--- src/rtl/dual_bridge.sv ---
// Bridges a clk-domain valid/ready request/response pair onto a transition-signalled
// dual-rail bus port; rail pair for bit i is {t = [2i+1], f = [2i]}.
`ifndef SIZE
`define SIZE 4
`endif

module dual_bridge #(
  parameter int INPUT   = `SIZE,
  parameter int OUTPUT  = `SIZE,
  parameter int TIMEOUT = 1024
) (
  input  logic                clk,
  input  logic                reset_n,
  input  logic                req_valid,
  output logic                req_ready,
  input  logic [INPUT-1:0]    req_data,
  output logic                rsp_valid,
  input  logic                rsp_ready,
  output logic [OUTPUT-1:0]   rsp_data,
  output logic                rsp_err,
  output logic [2*INPUT-1:0]  bus_req,
  input  logic [2*OUTPUT-1:0] bus_rsp
);

  localparam int CW = $clog2(TIMEOUT);

  typedef enum logic [1:0] {SYNC, IDLE, WAIT, RESP} state_t;

  state_t state, state_nxt;

  logic [2*OUTPUT-1:0] sync1, sync2, rsp_hist;
  logic [2*OUTPUT-1:0] rsp_prev, rsp_prev_nxt;
  logic [2*INPUT-1:0]  req_prev, bus_req_nxt;
  logic [CW-1:0]       count, count_nxt;
  logic [OUTPUT-1:0]   data_nxt, toggled_t;
  logic                err_nxt;
  logic                complete;

  // Synchronizer plus one history stage for the two-cycle stability check.
  always_ff @(posedge clk) begin
    sync1    <= bus_rsp;
    sync2    <= sync1;
    rsp_hist <= sync2;
  end

  // A bit is complete only when exactly one of its rails moved; none or both block completion.
  always_comb begin
    complete  = (sync2 == rsp_hist);
    toggled_t = '0;
    for (int i = 0; i < OUTPUT; i++) begin
      toggled_t[i] = sync2[2*i+1] ^ rsp_prev[2*i+1];
      if ((sync2[2*i+1] ^ rsp_prev[2*i+1]) == (sync2[2*i] ^ rsp_prev[2*i]))
        complete = 1'b0;
    end
  end

  always_comb begin
    state_nxt    = state;
    rsp_prev_nxt = rsp_prev;
    bus_req_nxt  = req_prev;
    count_nxt    = count;
    data_nxt     = rsp_data;
    err_nxt      = rsp_err;
    req_ready    = 1'b0;
    rsp_valid    = 1'b0;
    case (state)
      SYNC: begin
        rsp_prev_nxt = sync2;
        state_nxt    = IDLE;
      end
      IDLE: begin
        req_ready = 1'b1;
        if (complete) rsp_prev_nxt = sync2;
        if (req_valid) begin
          for (int i = 0; i < INPUT; i++) begin
            bus_req_nxt[2*i+1] = req_prev[2*i+1] ^ req_data[i];
            bus_req_nxt[2*i]   = req_prev[2*i] ^ ~req_data[i];
          end
          count_nxt = '0;
          state_nxt = WAIT;
        end
      end
      WAIT: begin
        count_nxt = count + 1'b1;
        if (complete) begin
          data_nxt     = toggled_t;
          err_nxt      = 1'b0;
          rsp_prev_nxt = sync2;
          state_nxt    = RESP;
        end else if (count == CW'(TIMEOUT - 1)) begin
          // Snapshot is left alone so a late reply is still recognised and absorbed.
          data_nxt  = '0;
          err_nxt   = 1'b1;
          state_nxt = RESP;
        end
      end
      RESP: begin
        rsp_valid = 1'b1;
        if (complete) rsp_prev_nxt = sync2;
        if (rsp_ready) state_nxt = IDLE;
      end
      default: state_nxt = SYNC;
    endcase
  end

  always_ff @(posedge clk) begin
    if (!reset_n) begin
      state    <= SYNC;
      rsp_prev <= '0;
      req_prev <= '0;
      bus_req  <= '0;
      count    <= '0;
      rsp_data <= '0;
      rsp_err  <= 1'b0;
    end else begin
      state    <= state_nxt;
      rsp_prev <= rsp_prev_nxt;
      req_prev <= bus_req_nxt;
      bus_req  <= bus_req_nxt;
      count    <= count_nxt;
      rsp_data <= data_nxt;
      rsp_err  <= err_nxt;
    end
  end

endmodule
--- config.mk ---
export PLATFORM = sky130hd
export DESIGN_NAME = dual_bridge
export DESIGN_NICKNAME = d
export VERILOG_FILES = /design/src/rtl/dual_bridge.sv
export SDC_FILE = /design/constraint.sdc
export NUM_CORES = 1
export LEC_CHECK = 0
export ABC_CLOCK_PERIOD_IN_PS = 4300
export CAP_MARGIN = 20
export CORE_ASPECT_RATIO = 0.5
export CORE_MARGIN = 4
export CORE_UTILIZATION = 50
export CTS_CLUSTER_SIZE = 30
export DETAILED_ROUTE_END_ITERATION = 8
export MAX_ROUTING_LAYER = met4
export PLACE_DENSITY = 0.74
export SLEW_MARGIN = 20
export SYNTH_ARGS = -nofsm -noshare
export SYNTH_HDL_FRONTEND = slang
export SYNTH_SLANG_ARGS = --single-unit
--- constraint.sdc ---
create_clock -name clk -period 4.3 [get_ports clk]
set_input_delay 0.645 -clock clk [delete_from_list [all_inputs] [get_ports clk]]
set_output_delay 0.645 -clock clk [all_outputs]
set_load 0.01 [all_outputs]
==> results.yml <==
floorplanning:
  die_w_um: 103.1
  pin_count: 31
  die_h_um: 55.54
  dieArea_um2: 5724
  start_util_pct: 54.79
  num_rows: 16
  coreArea_um2: 4124
synthesis:
  synth_edf_count: 0
  yosysSeqAreaShare_pct: 50.50
  netlist_area_um2: 2260
  synth_cell_type_count: 36
  synth_top_area_share_pct: 50.50
  syn_avg_cell_area_um2: 10.32
  synth_top_area_cell: "dfxtp_1"
  ys.flop_type: "dfxtp_1"
  synth_area_leaders: "dfxtp_1 (50%), xnor2_1 (6.2%), xor2_1 (5.0%)"
  synth.most_common_cell: "dfxtp_1"
  synthTopCellsByCount: "dfxtp_1 (57), nand2_1 (25), xnor2_1 (16), xor2_1 (13), mux2i_1 (11)"
  synth_nets: 241
  synthCells: 219
  synthArstFlopShare_pct: 0
  ys_warn_count: 0
  ys_seq_elements: 57
timing:
  tns_ps: 0
  fmax_mhz: 416.4
  slew_violations: 0
  slew_headroom_pct: 46.06
  setup_viol: 0
  hold_viol: 0
  rsz0062_at_grt: "no"
  finalWorstSetupSlack_ps: 1898
  period_needed_ps: 2402
  skew_ps: 10.31
  tightestPinTransition_ps: 801.6
  period_share_pct: 55.85
final_layout:
  num_antenna_cells: 0
  area_growth_pct: 23.31
  drive_gt1_share_pct: 10.89
  nNetsFinal: 274
job:
  drv_cap: 0
critical_path:
  end_kind: "output pin"
  cp.required_ps: 3650
  critPathSlowestCell: "clkdlybuf4s50_1"
  crit_family: "buffers and inverters"
  criticalPathCategory: "flop to output pin"
  path_cells: "inv_1 > ha_1 > clkdlybuf4s50_1"
  crit_path_max_incr_delay_ps: 610
  cp_max_fo: 9
  cp_data_arrival_time_ps: 1760
  critPathBufInv: 2
  start_kind: "flop"
drt:
  ant_nets: 0
  route.detailed.drc: 0
  first_pass_iters: 4
  wire_per_inst_um: 12.36
  avgViaCountPerCell: 5.032
  vias: 1565
  drt_iter0_markers: 63
  wirelength_um: 3843
cts:
  clock_sinks: 57
  post_cts.repair.setup_buffers: 0
  clkTransAtPathRegs_ps: 70
  cts-hold-fix-buffers: 0
  cts_buffers: 9
  cts.htree.levels: 3
  cts.repair.resized: 0
  clock_path_buffers: 2
  worstSkewPairLatency_ps: 330
  cts_tree: "done"
  cts_root_buf: "clkbuf_8"
hold_path:
  min_path_type: "flop to flop"
grt:
  grtUsageTotal_pct: 14.70
  grt_pass1_vias: 1453
  grt_max_degree: 37
  grt_first_pass_wirelength_um: 6417
  grt-ovfl-total: 0
  antenna_found_initial: 0
power_and_ir_drop:
  p_per_area_nw_per_um2: 531.1
  irDropWorstVdd_mv: 0.3064
  p_leak_nw: 1.046
  p_total_mw: 1.480
place:
  dp_hpwl_um: 2679
  post-place-ws_ps: 1690
  port_buffers: 30
  routabilityCongestion: 0.7681
status:
  status: "completed"
layout by cell type (no fill, tap or decap), types with 4 or more instances in the layout:
cell,netlist,layout
nand3_1,6,6
ha_1,6,6
or3_1,5,5
mux2i_1,11,11
clkdlybuf4s50_1,0,29
inv_1,9,9
dfxtp_1,57,57
clkbuf_8,0,10
xor2_1,13,13
nand4_1,7,7
nand2_1,25,25
xnor2_1,16,16
a21boi_0,4,4
o21ai_0,8,8
and2_1,6,6
nor3_1,4,4
nor2_1,7,7
worst reg2reg max path: cells and delay by family (launching register included):
kind	cells	cell delay, ps
buffers and inverters	2	180
DFF	1	350
AOI/OAI and AO/OA	2	320
and+or+nand+nor	1	720
adders and majority gates	1	490
state kept, by name (all words and copies together), names as in the netlist:
signal    flops
rsp_err       1
rsp_prev      8
state         2
req_prev      8
rsp_hist      8
count        10
sync1         8
rsp_data      4
sync2         8
metrics by stage:
stage	std cells	cell area, um2	util [%]	hold WS [ps]
floorplan	219	2260	-	309.6
global placement	295	2581	62.59	310.0
detailed placement	295	2581	62.59	312.1
CTS	311	2791	67.69	329.2
global route	311	2786	67.57	333.4
finish	311	2786	67.57	327.6
power by group:
group | total, mW | internal, mW | switching (mW)
logic | 0.338 | 0.166 | 0.172
clock network | 0.510 | 0.290 | 0.221
registers | 0.631 | 0.586 | 0.0451
total | 1.48 | 1.04 | 0.437
path summary, 6_finish.rpt:
kind	startpoint	to	slack, ps	cells past startpoint
max	state[1]	req_ready	1900	3
min	sync1[0]	sync2[0]	330	0
min reg2reg	sync1[0]	sync2[0]	330	0
max reg2reg	state[0]	rsp_err	2160	6
kinds of logic (layout without fill, tap and decap cells):
| group | after synthesis | count (layout) | synth area share, % |
|---|---|---|---|
| simple gates | 68 | 68 | 14.95 |
| fa+ha+maj | 6 | 6 | 3.322 |
| flops | 57 | 57 | 50.50 |
| mux | 12 | 12 | 5.371 |
| buf+inv | 17 | 55 | 3.543 |
| xor+xnor | 31 | 31 | 12.68 |
| compound gates | 28 | 28 | 9.635 |
final cells by class:
class                      instances  area, um2
clock buffer                      10      137.6
clock inverter                     6      72.57
fill                             318       1338
inverter                           9      33.78
multi-input combinational        145       1039
sequential                        57       1141
tap                               54      67.56
timing repair buffer              30      295.3
per-layer routing:
| metal | track usage, % | share of wire, % |
|---|---|---|
| met5 | - | 0 |
| met4 | 4.982 | 0.81 |
| met3 | 6.784 | 5.3 |
| met2 | 21.88 | 46 |
| met1 | 17.54 | 48 |
Power figures use the tool's default switching activity.
